**src/rtl/instruction_fetch.sv**
```systemverilog
// Fetch stage: owns the PC, issues one read at a time, and holds a single instruction
// for the decoder behind a valid/ready handshake. Counts retired instructions.
module instruction_fetch #(
    parameter int ADDR_W = 8,
    parameter int DATA_W = 8,
    parameter int CNT_W  = 16
) (
    input  logic              clk,
    input  logic              rst,
    output logic              mem_req,
    output logic [ADDR_W-1:0] mem_addr,
    input  logic              mem_ack,
    input  logic [DATA_W-1:0] mem_rdata,
    output logic [DATA_W-1:0] instr,
    output logic              instr_valid,
    input  logic              instr_ready,
    input  logic              jump_en,
    input  logic [ADDR_W-1:0] jump_addr,
    input  logic              halt,
    output logic              halted,
    output logic [ADDR_W-1:0] pc,
    output logic [CNT_W-1:0]  retired
);

    typedef enum logic [1:0] {FETCH, ISSUE, HALT} state_t;

    state_t state, state_n;
    logic   armed;
    logic   fetch_done;
    logic   issue_done;

    always_ff @(posedge clk) begin
        if (rst) state <= FETCH;
        else     state <= state_n;
    end

    // Outputs decode only registered state; inputs steer state_n alone.
    always_comb begin
        state_n     = state;
        mem_req     = 1'b0;
        instr_valid = 1'b0;
        halted      = 1'b0;
        fetch_done  = 1'b0;
        issue_done  = 1'b0;
        case (state)
            FETCH: begin
                mem_req    = armed;
                fetch_done = armed && mem_ack;
                if (fetch_done) state_n = ISSUE;
            end
            ISSUE: begin
                instr_valid = 1'b1;
                issue_done  = instr_ready;
                if (issue_done) state_n = halt ? HALT : FETCH;
            end
            HALT: begin
                halted = 1'b1;
                if (!halt) state_n = FETCH;
            end
            default: state_n = FETCH;
        endcase
    end

    assign mem_addr = pc;

    // armed keeps mem_req low through reset and rises on the first clock after release.
    always_ff @(posedge clk) begin
        if (rst) begin
            armed   <= 1'b0;
            pc      <= '0;
            instr   <= '0;
            retired <= '0;
        end else begin
            armed <= 1'b1;
            if (fetch_done) instr <= mem_rdata;
            if (issue_done) begin
                retired <= retired + 1'b1;
                pc      <= jump_en ? jump_addr : pc + 1'b1;
            end
        end
    end

endmodule
```
**config.mk**
```make
export PLATFORM = sky130hd
export DESIGN_NAME = instruction_fetch
export DESIGN_NICKNAME = d
export VERILOG_FILES = /design/src/rtl/instruction_fetch.sv
export SDC_FILE = /design/constraint.sdc
export NUM_CORES = 1
export LEC_CHECK = 0
export CAP_MARGIN = 20
export CORE_ASPECT_RATIO = 0.5
export CORE_UTILIZATION = 48
export CTS_BUF_LIST = sky130_fd_sc_hd__clkbuf_8
export CTS_CLUSTER_SIZE = 30
export DETAILED_ROUTE_END_ITERATION = 7
export GPL_ROUTABILITY_DRIVEN = 0
export GPL_TIMING_DRIVEN = 1
export HOLD_SLACK_MARGIN = 0.03
export PLACE_DENSITY = 0.83
export SYNTH_ARGS = -nofsm -noshare
export SYNTH_HDL_FRONTEND = slang
export SYNTH_SLANG_ARGS = --single-unit
```
**constraint.sdc**
```tcl
create_clock -name clk -period 3.9 [get_ports clk]
set_input_delay 0.39 -clock clk [delete_from_list [all_inputs] [get_ports clk]]
set_output_delay 0.39 -clock clk [all_outputs]
set_load 0.05 [all_outputs]
```
==> flow_metrics.env <==
export IMPL_outcome="finished clean"
export IMPL_cts_sinks=35
export IMPL_fillers=243
export IMPL_clockBufferDepth=2
export IMPL_core_sq_mm=0.003153
export IMPL_synth_cell_types=42
export IMPL_crit_path_cell_trace="nor3b_1 > clkdlybuf4s50_1"
export IMPL_maxCapViolations=0
export IMPL_vias=1594
export IMPL_worst_setup_path_type="reg2out"
export IMPL_grt_setup_unrepaired="false"
export IMPL_max_freq_mhz=451.0
export IMPL_io_buffer_count=64
export IMPL_die_area_sq_mm=0.003731
export IMPL_hpwl_mm=2.802
export IMPL_p_switching_mw=0.2003
export IMPL_syn_to_final_growth_pct=41.30
export IMPL_place_inst=286
export IMPL_via_per_inst=5.440
export IMPL_synth_area_leaders="dfxtp_1 42%, nand2_1 7.2%, xnor2_1 5.2%"
export IMPL_diodes=0
export IMPL_end_kind="output port"
export IMPL_netlist_instances=196
export IMPL_fin_cells=293
export IMPL_worst_hold_slack_ps=454.2
export IMPL_synth_area_sq_mm=0.001669
export IMPL_cts_setup_buffers=0
export IMPL_drtIter0Drc=42
export IMPL_layout_drive_gt1_share_pct=6.324
export IMPL_grt_pass1_vias=1440
export IMPL_worstPathMaxFanout=6
export IMPL_nets=277
export IMPL_post_route_period_util_pct=56.86
export IMPL_finClkSkew_ps=2.160
export IMPL_cp_top_family="buffers and inverters"
export IMPL_timing_slew_headroom_pct=65.21
export IMPL_hold_violations=0
export IMPL_peakVddDrop_mv=0.1882
export IMPL_synth_seq_cells=35
export IMPL_worstHoldPathType="reg2reg"
export IMPL_synth_flop_cell="dfxtp_1"
export IMPL_power_density_mw_per_mm2=318.1
export IMPL_maxSlewViolCount=0
export IMPL_wirelength_mm=3.907
export IMPL_synth_top_area_share_pct=41.98
export IMPL_avgSynthCellArea_sq_um=8.516
export IMPL_worst_pin_slew_ps=520.3
export IMPL_ios=65
export IMPL_start_util_pct=52.94
export IMPL_p_seq_share_pct=49.7
export IMPL_critPathMaxStageDelay_ps=860
export IMPL_fin_crit_ps=2217
export IMPL_root_buffer="clkbuf_8"
export IMPL_setup_viol=0
export IMPL_worstPathRequired_ps=3510
export IMPL_p_leak_nw=0.8443
export IMPL_timing_rr_start="state[0]"
export IMPL_r2r_slack_ps=2200
export IMPL_pwr_share_comb_pct=14.9
export IMPL_yosysTopAreaCell="dfxtp_1"
export IMPL_htree_levels=2
export IMPL_cp_num_buf_inv=1
export IMPL_ys_seq_area_share_pct=41.98
export IMPL_synth_edf_count=0
export IMPL_hold_path_endpoint="instr[4]"
export IMPL_cp_arrival_ps=1830
export IMPL_synthArstFlopShare_pct=0
export IMPL_grt_overflow=0
export IMPL_cts_buffers=5
export IMPL_start_kind="register"
export IMPL_grt_usage_pct=22.40
export IMPL_grt_max_degree=35
export IMPL_antenna_found_initial=0
export IMPL_grt_pass1_wl_mm=6.417
export IMPL_p_int_mw=0.5498
export IMPL_ant_nets=0
export IMPL_wl_per_cell_um=13.33
export IMPL_rr_worst_depth=4
export IMPL_slowest_stage="clkdlybuf4s50_1"
export IMPL_firstDrtPassIters=4
export IMPL_timing_rr_end="mem_addr[7]"
export IMPL_p_clk_share_pct=35.3
export IMPL_hold_buffers=0
export IMPL_cts_tree="done"
export IMPL_cts_repair_resized=0
export IMPL_setup_tns_final_ps=0
export IMPL_row_count=14
export IMPL_insertion_delay_ps=290
export IMPL_synth_net_count=220
export IMPL_die_h_um=43.70
export IMPL_yosys_warnings=0
export IMPL_sw_frac_of_total_pct=26.70
export IMPL_clk_pin_slew_ps=70
export IMPL_dieWidth_um=85.40
export IMPL_hold_path_depth=2
export IMPL_drc_errors=0
export IMPL_min_from="instr[4]"
## cells in the final DEF (no fill, tap or decap), types with 3 or more instances in the layout
master           instances
nand3_1                  5
nor4_1                   6
o21ai_0                  6
a211oi_1                 4
nand2_1                 32
nor3_1                   3
clkdlybuf4s50_1         64
dfxtp_1                 35
clkbuf_8                 6
nand4_1                  3
xnor2_1                 10
or3_1                    4
nor2_1                  19
a21oi_1                 17
inv_1                    6
## state kept, by name, summed over array words and instances, names as in the netlist
name and cells:
instr 8, mem_addr 8, retired 16, state 2, armed 1
## area by class of cell
type	count	area (sq um)	area share (%)
clock inverter	1	5.005	0.2122
tap	40	50.05	2.122
timing repair buffer	65	648.1	27.48
sequential	35	700.7	29.71
clock buffer	6	82.58	3.501
multi-input combinational	140	849.6	36.02
inverter	6	22.52	0.9549
## power groups by stage
| stage | clock network, mW | logic (mW) | registers (mW) |
|---|---|---|---|
| finish | 0.265 | 0.112 | 0.373 |
| global route | 0.280 | 0.119 | 0.374 |
| CTS | 0.267 | 0.112 | 0.373 |
| detailed placement | 0 | 0.112 | 0.381 |
| global placement | 0 | 0.110 | 0.381 |
| floorplan | 0 | 0.0438 | 0.402 |
## stage by stage
stage / area [sq um] / total power [mW] / utilization (%) / setup WS, ps
2_1_floorplan: 1669 / 0.4462 / - / 1532
5_1_grt: 2359 / 0.7734 / 74.80 / 1562
6_report: 2359 / 0.7501 / 74.80 / 1683
4_1_cts: 2359 / 0.7526 / 74.80 / 1658
3_3_place_gp: 2271 / 0.4911 / 72.02 / 1758
3_5_place_dp: 2271 / 0.4931 / 72.02 / 1730
## cells in the mapped netlist, types with 2 or more instances
cell type and n:
o21ai_0 6, buf_2 2, a31oi_1 2, nor2_1 19, dfxtp_1 35, o31ai_1 2
a21oi_1 17, nor3_1 3, a211oi_1 4, or3_1 4, nand3_1 5, nand2_1 32
nand4_1 3, clkbuf_1 3, nor3b_1 2, inv_1 6, buf_4 8, mux2i_1 2
a31o_2 2, nor4_1 6, nor2b_1 2, xnor2_1 10, ha_1 2
## worst reg2reg max path: stages, from the launching register on
cell and delay (ps):
dfxtp_1 460, nand3b_2 240, nor4_1 530, a211oi_1 130, a311oi_1 260
## cells by family after synthesis
group | after synthesis | synth area share [%]
mux | 3 | 2.099
flops | 35 | 41.98
simple gates | 86 | 27.36
buf+inv | 21 | 7.121
xor+xnor | 11 | 5.772
compound gates | 38 | 14.17
fa+ha+maj | 2 | 1.499
## how the worst max path moves through the flow
stage / start / to / slack (ps) / depth (start not counted)
global route: state[0] / mem_req / 1560 / 2
global placement: instr_ready / retired[13] / 1760 / 5
CTS: state[0] / mem_req / 1660 / 2
detailed placement: instr_ready / retired[13] / 1730 / 5
finish: state[0] / mem_req / 1680 / 2
floorplan: state[0] / instr[1] / 1530 / 4
## per-layer routing
metal | share of wire, % | global-route usage [%]
met3 | 6.7 | 7.048
met5 | 0 | 0
met2 | 46 | 38.39
met1 | 45 | 27.01
met4 | 1.7 | 9.000
(Power assumes the default switching activity.)
